==> src/rtl/cpu_types_pkg.sv <==
// cpu_types_pkg
// Shared CPU-wide types: the machine word and the RAM status codes
// returned by the memory model.
package cpu_types_pkg;

    localparam int unsigned WORD_W = 32;

    typedef logic [WORD_W-1:0] word_t;

    // RAM status as reported by the memory model each cycle.
    typedef enum logic [1:0] {
        FREE   = 2'b00,
        BUSY   = 2'b01,
        ACCESS = 2'b10,
        ERROR  = 2'b11
    } ramstate_t;

endpackage

==> src/rtl/dp_types_pkg.sv <==
// dp_types_pkg
// Datapath-local types. Holds the memory arbiter state encoding.
package dp_types_pkg;

    // Arbiter ownership of the single RAM port.
    typedef enum logic [1:0] {
        ARB_IDLE = 2'b00,
        ARB_I    = 2'b01,
        ARB_D    = 2'b10
    } arb_state_t;

endpackage

==> src/rtl/arb_starve_cnt.sv <==
// arb_starve_cnt
// Saturating up-counter that tracks how many data grants in a row were
// issued while an instruction fetch was left waiting.
// Ports:
//   clk   - clock
//   rst_n - asynchronous active-low reset, clears the count
//   inc   - count one more grant (ignored once saturated)
//   clr   - clear the count (wins over inc)
//   sat   - count has reached MAX
module arb_starve_cnt #(
    parameter int unsigned MAX = 4
) (
    input  logic clk,
    input  logic rst_n,
    input  logic inc,
    input  logic clr,
    output logic sat
);

    localparam int unsigned W = $clog2(MAX + 1);
    localparam logic [W-1:0] MAX_V = W'(MAX);

    logic [W-1:0] cnt_reg;
    logic [W-1:0] cnt_next;

    always_comb begin
        cnt_next = cnt_reg;
        if (clr) begin
            cnt_next = '0;
        end else if (inc && (cnt_reg != MAX_V)) begin
            cnt_next = cnt_reg + 1'b1;
        end
    end

    always_ff @(posedge clk or negedge rst_n) begin
        if (!rst_n) begin
            cnt_reg <= '0;
        end else begin
            cnt_reg <= cnt_next;
        end
    end

    assign sat = (cnt_reg == MAX_V);

endmodule

==> src/rtl/mem_arbiter.sv <==
// mem_arbiter
// Shares the single RAM port between instruction fetch and data memory.
// Data requests win, except when STARVE_MAX data grants in a row have
// been issued while a fetch was waiting; then the fetch is forced.
// A grant is held until RAM reports ACCESS or the owner withdraws, and
// every grant is followed by one ARB_IDLE cycle.
// Ports:
//   CLK, nRST                 - clock, asynchronous active-low reset
//   iREN, iaddr / iwait, iload - instruction-fetch request / response
//   dREN, dWEN, daddr, dstore / dwait, dload - data request / response
//   ramREN, ramWEN, ramaddr, ramstore - RAM command (combinational)
//   ramload, ramstate          - RAM read data and status
module mem_arbiter
    import cpu_types_pkg::*;
    import dp_types_pkg::*;
#(
    parameter int unsigned STARVE_MAX = 4
) (
    input  logic      CLK,
    input  logic      nRST,
    input  logic      iREN,
    input  word_t     iaddr,
    output logic      iwait,
    output word_t     iload,
    input  logic      dREN,
    input  logic      dWEN,
    input  word_t     daddr,
    input  word_t     dstore,
    output logic      dwait,
    output word_t     dload,
    output logic      ramREN,
    output logic      ramWEN,
    output word_t     ramaddr,
    output word_t     ramstore,
    input  word_t     ramload,
    input  ramstate_t ramstate
);

    arb_state_t state_reg;
    arb_state_t state_next;

    logic dreq;
    logic ram_done;
    logic go_i;
    logic go_d;
    logic starve_inc;
    logic starve_clr;
    logic starve_sat;

    assign dreq     = dREN | dWEN;
    assign ram_done = (ramstate == ACCESS);

    // Next-state logic. BUSY and ERROR simply leave the grant in place so
    // the strobes stay up and the access is retried.
    always_comb begin
        state_next = state_reg;
        go_i       = 1'b0;
        go_d       = 1'b0;
        case (state_reg)
            ARB_IDLE: begin
                if (dreq && (!iREN || !starve_sat)) begin
                    state_next = ARB_D;
                    go_d       = 1'b1;
                end else if (iREN) begin
                    state_next = ARB_I;
                    go_i       = 1'b1;
                end
            end
            ARB_I: begin
                if (ram_done || !iREN) begin
                    state_next = ARB_IDLE;
                end
            end
            ARB_D: begin
                if (ram_done || !dreq) begin
                    state_next = ARB_IDLE;
                end
            end
            default: state_next = ARB_IDLE;
        endcase
    end

    always_ff @(posedge CLK or negedge nRST) begin
        if (!nRST) begin
            state_reg <= ARB_IDLE;
        end else begin
            state_reg <= state_next;
        end
    end

    // Only data grants that bypass a waiting fetch count toward starvation.
    // An idle cycle with no fetch pending means nobody is being starved.
    assign starve_inc = go_d & iREN;
    assign starve_clr = go_i | ((state_reg == ARB_IDLE) & ~iREN);

    arb_starve_cnt #(
        .MAX (STARVE_MAX)
    ) u_starve (
        .clk   (CLK),
        .rst_n (nRST),
        .inc   (starve_inc),
        .clr   (starve_clr),
        .sat   (starve_sat)
    );

    // RAM port muxing. Strobes are gated by the owner's live request so a
    // withdrawal drops them in the same cycle; reset forces ARB_IDLE, which
    // drops them without waiting for a clock edge.
    always_comb begin
        ramREN   = 1'b0;
        ramWEN   = 1'b0;
        ramaddr  = '0;
        ramstore = '0;
        iload    = '0;
        dload    = '0;
        case (state_reg)
            ARB_I: begin
                ramREN  = iREN;
                ramaddr = iaddr;
                iload   = ramload;
            end
            ARB_D: begin
                ramWEN   = dWEN;
                ramREN   = dREN & ~dWEN;
                ramaddr  = daddr;
                ramstore = dstore;
                dload    = ramload;
            end
            default: ;
        endcase
    end

    assign iwait = iREN & ~((state_reg == ARB_I) & ram_done);
    assign dwait = dreq & ~((state_reg == ARB_D) & ram_done);

endmodule
==> config.mk <==
export PLATFORM = sky130hd
export DESIGN_NAME = mem_arbiter
export DESIGN_NICKNAME = d
export VERILOG_FILES = /design/src/rtl/cpu_types_pkg.sv /design/src/rtl/dp_types_pkg.sv /design/src/rtl/arb_starve_cnt.sv /design/src/rtl/mem_arbiter.sv
export SDC_FILE = /design/constraint.sdc
export NUM_CORES = 1
export LEC_CHECK = 0
export CORE_AREA = 2 2 104 106
export CTS_CLUSTER_SIZE = 14
export DETAILED_ROUTE_END_ITERATION = 10
export DIE_AREA = 0 0 106 108
export PLACE_DENSITY_LB_ADDON = 0.12
export SLEW_MARGIN = 20
export SYNTH_ARGS = -nofsm -noshare
export SYNTH_HDL_FRONTEND = slang
export SYNTH_SLANG_ARGS = --single-unit
==> constraint.sdc <==
create_clock -name CLK -period 1.5 [get_ports CLK]
set_input_delay 0.3 -clock CLK [delete_from_list [all_inputs] [get_ports CLK]]
set_output_delay 0.3 -clock CLK [all_outputs]
set_load 0.1 [all_outputs]
==> metrics.md, run 1 <==
| Metric | Value |
|---|---|
| Status | `complete, but fails checks` |
| Failing checks | `setup timing` |
| Startpoint types | `flop` |
| Hold-fix buffer count after cts | `0` |
| Flip-flop count of the largest register after layout | `3` |
| EDFF count, synth | `0` |
| Ys flop type | `sky130_fd_sc_hd__dfrtp_1` |
| Relative max-transition margin | `85.6%` |
| Transition at the pin with the smallest max-transition slack | `216 ps` |
| Share of cells above drive strength 1 | `69.1%` |
| Vertical die dimension | `108 um` |
| Number of max-capacitance violations reported | `0` |
| Maximum fanout count along the critical path | `7` |
| Post-synthesis cell type count | `24` |
| Unrepaired setup endpoints after global routing | `yes` |
| Number of antenna violations at the first check in global routing | `1` |
| Slew Viols, Final | `0` |
| Number of H-tree levels | `1` |
| Critical-path cell list | `inv_2, ha_4, buf_6, buf_12, clkbuf_16, and2_4, buf_12` |
| Fin crit share | `128%` |
| Nets@finish | `656` |
| Minimum clock period | `1930 ps` |
| Yosys warning total | `0` |
| Max Clock Freq | `519 MHz` |
| Most instantiated library cell after synthesis | `sky130_fd_sc_hd__and2_1` |
| Floorplan die width | `106 um` |
| Clock buffer count from CTS | `3` |
| Endpoint required time on the critical path | `1200 ps` |
| Register area share after synthesis | `8.18%` |
| Number of nets with antenna violations after routing | `0` |
| Final GP Congestion | `0.773` |
| Slowest stage cell, crit path | `sky130_fd_sc_hd__dfrtp_1` |
| Maximum number of pins on one net before global-route repair | `28` |
| CORE AREA | `10200 um^2` |
| Fraction of synthesized cell area taken by the top area cell type | `40.1%` |
| Main area contributors after synthesis | `sky130_fd_sc_hd__and2_1, sky130_fd_sc_hd__a22oi_1, sky130_fd_sc_hd__nor2b_1` |
| Number of nets produced by synthesis | `363` |
| Category of the critical setup timing path | `flop to output port` |
| Peak per-stage delay on the critical path | `390 ps` |
| WL per Instance | `18.5 um` |
| Worst min-delay path category | `primary input to async pin` |
| All-Layer GR Usage | `19.4%` |
| Hold Fails Final Rpt | `0` |
| Clock buffer depth | `2` |
| Effective utilization at floorplan | `14.9%` |
| Cell family with the largest share of critical-path delay | `buffers and inverters` |
| Count of placed standard cells including taps | `627` |
| Data arrival time of the worst path | `1630 ps` |
| Iteration count of the initial detailed-routing pass | `4` |
| Post-detail-place hpwl | `9780 um` |
| Mapped Area | `1530 um^2` |
| Worst reg-to-reg path cell count | `8` |
| Number of DRC markers in iteration 0 | `64` |
| Critical Path Stages | `7` |
| Worst setup EP type | `output port` |
| Total congestion overflow | `0` |
| Floorplan die area | `11400 um^2` |
| CTS Root Cell | `sky130_fd_sc_hd__clkbuf_8` |
| Number of top-level pins | `267` |
| Synth-to-Final Area Change | `354%` |
| Clock sink total | `5` |
| Flops & latches, synth | `5` |
| Final Hold Slack | `292 ps` |
| Clock transition at the registers of the reported paths | `40 ps` |
| Layout Cells excl Fill | `652` |
| Via density per instance | `4.27` |
| Most frequent cells after synthesis | `sky130_fd_sc_hd__and2_1, sky130_fd_sc_hd__nor2b_1, sky130_fd_sc_hd__a22oi_1, sky130_fd_sc_hd__clkbuf_1, sky130_fd_sc_hd__buf_2` |
| DR vias | `2782` |
| Global-route wire length before repair | `17300 um` |
| Clock network latency to the later pin of the worst-skew pair | `220 ps` |
| Residual DRC count | `0` |
| Final critical-path setup slack | `-425 ps` |
| Number of input and output port buffers inserted | `266` |
| Synthesized netlist cell count | `223` |
| Rows | `37` |
| Total wire length after detailed routing | `12000 um` |
| Worst setup skew after layout | `4.28 ps` |
| Worst path buffer plus inverter count | `5` |
| Most used cell along the critical path | `sky130_fd_sc_hd__buf_12` |
| Filler cell count | `750` |
| Async set-or-reset flop fraction in the synthesized netlist | `100%` |
| Biggest area consumer among synthesized cells | `sky130_fd_sc_hd__and2_1` |
| Via count of the first global-routing pass | `2857` |
| Mean Syn Cell Area | `6.86 um^2` |
| CTS tree | `done` |
| Setup violations, final | `134` |
## per-layer routing
| layer | global-route usage (%) | share of wire (%) | wire length, um |
|---|---|---|---|
| met5 | 0 | 0 | 0 |
| met1 | 21.1 | 36 | 4300 |
| met4 | 3.29 | 1.8 | 214 |
| met2 | 38.8 | 56 | 6780 |
| met3 | 4.34 | 6.2 | 750 |
## kinds of logic (layout without fill, tap and decap cells)
group,count (synthesis),after routing,share of synthesized area [%]
simple gates,142,142,58.6
flops,5,5,8.18
fa+ha+maj,5,5,4.09
other cells,0,1,0
compound gates,42,42,20.1
buf+inv,27,319,7.37
mux,2,2,1.64
## per-stage QoR
stage,util [%],worst slack (ps),area [um^2],setup TNS (ps)
5_1_grt,67.9,-484,6940,-55160
6_report,67.9,-425,6950,-47400
3_3_place_gp,62.3,-199,6370,-15530
2_1_floorplan,-,-319,2090,-21320
4_1_cts,66.5,-414,6800,-45290
3_5_place_dp,62.3,-226,6370,-19970
## placed cells by master (no fill, tap or decap), types with 5 or more instances in the layout
| cell | count |
|---|---|
| sky130_fd_sc_hd__buf_12 | 141 |
| sky130_fd_sc_hd__clkdlybuf4s50_1 | 134 |
| sky130_fd_sc_hd__and2_4 | 97 |
| sky130_fd_sc_hd__nor2b_4 | 33 |
| sky130_fd_sc_hd__a22oi_2 | 32 |
| sky130_fd_sc_hd__buf_4 | 16 |
| sky130_fd_sc_hd__buf_6 | 13 |
| sky130_fd_sc_hd__dfrtp_1 | 5 |
## area by class of cell
| cell class | instances | area (um^2) | share of cell area [%] |
|---|---|---|---|
| repair buffers | 310 | 4560 | 65.7 |
| clock buffers | 4 | 45.0 | 0.649 |
| multi-input cells | 191 | 2020 | 29.1 |
| well taps | 136 | 170 | 2.45 |
| inverters | 5 | 18.8 | 0.270 |
| diodes | 1 | 2.50 | 0.0360 |
| flip-flops and latches | 5 | 125 | 1.80 |
## timing repair
action	in CTS	in global routing
gates resized for setup	72	17
buffers inserted	12	5
endpoints found under the hold margin	0	0
cloned	2	3
setup endpoints to repair	134	134
pin swaps	11	18
## worst paths after layout
| check | startpoint | end | slack (ps) |
|---|---|---|---|
| max reg2reg | state_reg[0]$_DFFE_PN0P_ | state_reg[0]$_DFFE_PN0P_ | -240 |
| min in group CLK | u_starve.cnt_reg[1]$_DFFE_PN0P_ | u_starve.cnt_reg[1]$_DFFE_PN0P_ | 570 |
| min | nRST | u_starve.cnt_reg[2]$_DFFE_PN0P_ | 290 |
| max | state_reg[0]$_DFFE_PN0P_ | ramstore[25] | -430 |
| min reg2reg | u_starve.cnt_reg[1]$_DFFE_PN0P_ | u_starve.cnt_reg[1]$_DFFE_PN0P_ | 570 |
| max in group asynchronous | nRST | u_starve.cnt_reg[0]$_DFFE_PN0P_ | 1020 |
## worst reg2reg max path: stages (launching register included)
cell                       delay [ps]
sky130_fd_sc_hd__dfrtp_1          390
sky130_fd_sc_hd__inv_2            110
sky130_fd_sc_hd__ha_4             180
sky130_fd_sc_hd__buf_12           150
sky130_fd_sc_hd__buf_8            130
sky130_fd_sc_hd__buf_6            120
sky130_fd_sc_hd__nand2b_4          60
sky130_fd_sc_hd__o221ai_4         160
sky130_fd_sc_hd__mux2_4           320
Power of run 1 is left out: the tool's default activity adds up to more than one toggle a clock period on the data nets, which glitch-free logic cannot reach.
==> inputs of run 2 (changes only) <==
==> constraint.sdc (replaced) <==
create_clock -name CLK -period 1.5 [get_ports CLK]
set_input_delay 0.3 -clock CLK [delete_from_list [all_inputs] [get_ports CLK]]
set_output_delay 0.3 -clock CLK [all_outputs]
set_load 0.01 [all_outputs]
==> run 2 against run 1 <==
The run still ends with setup timing left; first-iteration DRC count grew 34%; flip-flop and latch count stayed put; non-clock buffer count increased by 4; sequential share of layout area up 0.69 points; core utilization fell by 19 points; wire length shrank 9.8%; worst hold slack better by 26 ps; worst setup slack gained 27 ps; die area unchanged; maximum frequency up 1.4%; register-to-register slack worse by 50 ps; critical path type unchanged.
==> metrics.md, run 2 (synthesis results as in run 1) <==
| Metric | Value |
|---|---|
| Power density over cell area | `1440 nW/um^2` |
| Power share of the clock group | `3.4%` |
| Iteration count of the initial detailed-routing pass | `4 (unchanged)` |
| Global-route wire length before repair | `15800 um (was 17300 um)` |
| Most common cell after layout, fill and taps aside | `sky130_fd_sc_hd__clkdlybuf4s50_1 (was sky130_fd_sc_hd__buf_12)` |
| Final standard cell area without fillers | `5030 um^2 (was 6950 um^2)` |
| Status | `complete, but fails checks (unchanged)` |
| Unrepaired setup endpoints after global routing | `yes (unchanged)` |
| Peak ir drop on the vdd network | `0.684 mV` |
| Worst setup skew after layout | `0.502 ps (was 4.28 ps)` |
| Transition at the pin with the smallest max-transition slack | `255 ps (was 216 ps)` |
| Via count of the first global-routing pass | `2715 (was 2857)` |
| Failing checks | `setup timing (unchanged)` |
| Worst setup EP type | `output port (unchanged)` |
| Worst-case register-to-register setup slack | `-290 ps (was -240 ps)` |
| WL per Instance | `16.6 um (was 18.5 um)` |
| Rows | `37 (unchanged)` |
| Residual DRC count | `0 (unchanged)` |
| CORE AREA | `10200 um^2 (unchanged)` |
| Final Power | `7.25 mW` |
| Clock buffer depth | `2 (unchanged)` |
| Clock transition at the registers of the reported paths | `30 ps (was 40 ps)` |
| Filler cell count | `1029 (was 750)` |
| Post-Route Utilization | `49.2% (was 67.9%)` |
| All-Layer GR Usage | `17.4% (was 19.4%)` |
| Setup violations, final | `134 (unchanged)` |
| Via density per instance | `4.14 (was 4.27)` |
| Share of cells above drive strength 1 | `54.7% (was 69.1%)` |
| Total wire length after detailed routing | `10900 um (was 12000 um)` |
| Static leakage power | `2.28 nW` |
| Category of the critical setup timing path | `flop to output port (unchanged)` |
| Clock network latency to the later pin of the worst-skew pair | `220 ps (about the same)` |
| Clock sink total | `5 (unchanged)` |
| Number of max-capacitance violations reported | `0 (unchanged)` |
| Floorplan die width | `106 um (unchanged)` |
| Number of top-level pins | `267 (unchanged)` |
| Hold Fails Final Rpt | `0 (unchanged)` |
| Data arrival time of the worst path | `1600 ps (was 1630 ps)` |
| Minimum clock period | `1900 ps (was 1930 ps)` |
| Maximum fanout count along the critical path | `6 (was 7)` |
| Flip-flop count of the largest register after layout | `3 (unchanged)` |
| Hold-fix buffer count after cts | `0 (unchanged)` |
| Area of placed instances | `4560 um^2 (was 6370 um^2)` |
| Number of DRC markers in iteration 0 | `86 (was 64)` |
| Effective utilization at floorplan | `14.9% (unchanged)` |
| P_sw | `2.94 mW` |
| Startpoint types | `flop (unchanged)` |
| Setup TNS | `-39490 ps (was -47400 ps)` |
| Layout Cells excl Fill | `655 (was 652)` |
| Worst min-delay path category | `primary input to async pin (unchanged)` |
| Number of input and output port buffers inserted | `266 (unchanged)` |
| Nets@finish | `660 (was 656)` |
| Max Clock Freq | `527 MHz (was 519 MHz)` |
| Vertical die dimension | `108 um (unchanged)` |
| Part of the total power dissipated in combinational logic | `93.3%` |
| Final critical-path setup slack | `-399 ps (was -425 ps)` |
| Floorplan die area | `11400 um^2 (unchanged)` |
| Final Hold Slack | `318 ps (was 292 ps)` |
| Leading cell types in the layout, fill and taps excluded | `sky130_fd_sc_hd__clkdlybuf4s50_1, sky130_fd_sc_hd__buf_6, sky130_fd_sc_hd__buf_2 (was sky130_fd_sc_hd__buf_12, sky130_fd_sc_hd__clkdlybuf4s50_1, sky130_fd_sc_hd__and2_4)` |
| Relative max-transition margin | `82.9% (was 85.6%)` |
| Switching Fraction | `40.6%` |
| Endpoint required time on the critical path | `1200 ps (about the same)` |
| Clock buffer count from CTS | `3 (unchanged)` |
| Share of total power in sequential cells | `3.3%` |
| Internal power consumption | `4.30 mW` |
| Count of placed standard cells including taps | `630 (was 627)` |
| Number of nets with antenna violations after routing | `0 (unchanged)` |
| Final GP Congestion | `0.818 (was 0.773)` |
| Placement-stage worst setup slack | `-678 ps (was -226 ps)` |
| Number of H-tree levels | `1 (unchanged)` |
| DR vias | `2711 (was 2782)` |
| Post-detail-place hpwl | `8270 um (was 9780 um)` |
| Number of antenna violations at the first check in global routing | `0 (was 1)` |
| Synth-to-Final Area Change | `229% (was 354%)` |
| Fin crit share | `127% (was 128%)` |
| Maximum number of pins on one net before global-route repair | `32 (was 28)` |
| # diodes | `0 (was 1)` |
| Slew Viols, Final | `0 (unchanged)` |
| Total congestion overflow | `0 (unchanged)` |
| CTS tree | `done (unchanged)` |
| CTS Root Cell | `sky130_fd_sc_hd__clkbuf_8 (unchanged)` |
run 2: changes by cell type in the layout (fill, tap and decap cells not counted), sizes merged:
cell   before  now
buf       173  177
diode       1    0
run 2: path summary, 6_finish.rpt:
kind                                            startpoint                               to  cells after the start
max in group asynchronous                             nRST  u_starve.cnt_reg[1]$_DFFE_PN0P_                      1
min in group CLK           u_starve.cnt_reg[1]$_DFFE_PN0P_  u_starve.cnt_reg[1]$_DFFE_PN0P_                      2
hold / removal                                        nRST  u_starve.cnt_reg[0]$_DFFE_PN0P_                      1
setup / recovery                  state_reg[0]$_DFFE_PN0P_                         iload[9]                      7
setup reg to reg                  state_reg[1]$_DFFE_PN0P_         state_reg[0]$_DFFE_PN0P_                      8
hold reg to reg            u_starve.cnt_reg[1]$_DFFE_PN0P_  u_starve.cnt_reg[1]$_DFFE_PN0P_                      2
run 2: timing repair:
item / 4_1_cts / 5_1_grt
setup endpoints to repair: 134 / 135
setup buffers: 13 / 4
pin swaps: 5 / 12
resized for setup: 618 / 105
gates cloned: 4 / 2
run 2: critical path: stages, from the launching register on:
cell                      delay [ps]
sky130_fd_sc_hd__dfrtp_1         400
sky130_fd_sc_hd__buf_6           130
sky130_fd_sc_hd__ha_4            210
sky130_fd_sc_hd__buf_12          140
sky130_fd_sc_hd__buf_8           120
sky130_fd_sc_hd__buf_16          130
sky130_fd_sc_hd__and2_4          130
sky130_fd_sc_hd__buf_6           110
run 2: area by class of cell:
class	instances	area, um^2	share of cell area [%]
inverter	5	18.8	0.373
tap	136	170	3.38
timing repair buffer	314	3030	60.2
clock buffer	4	45.0	0.895
sequential	5	125	2.49
multi-input combinational	191	1640	32.7
run 2: routing by layer:
metal,global-route usage [%],routed length [um],up-vias
li1,-,-,1330
met1,18.9,3950,1246
met2,32.1,5660,125
met3,6.75,1080,10
met4,4.04,171,0
met5,0,0,-
run 2: power by group through the flow:
stage	registers, mW	clock network (mW)	logic [mW]
after global placement	0.228	0	5.77
final	0.241	0.243	6.76
after detailed placement	0.232	0	5.76
after floorplan	0.223	0	2.54
after CTS	0.239	0.251	6.22
after global routing	0.247	0.265	7.28
Power figures use the tool's default switching activity.
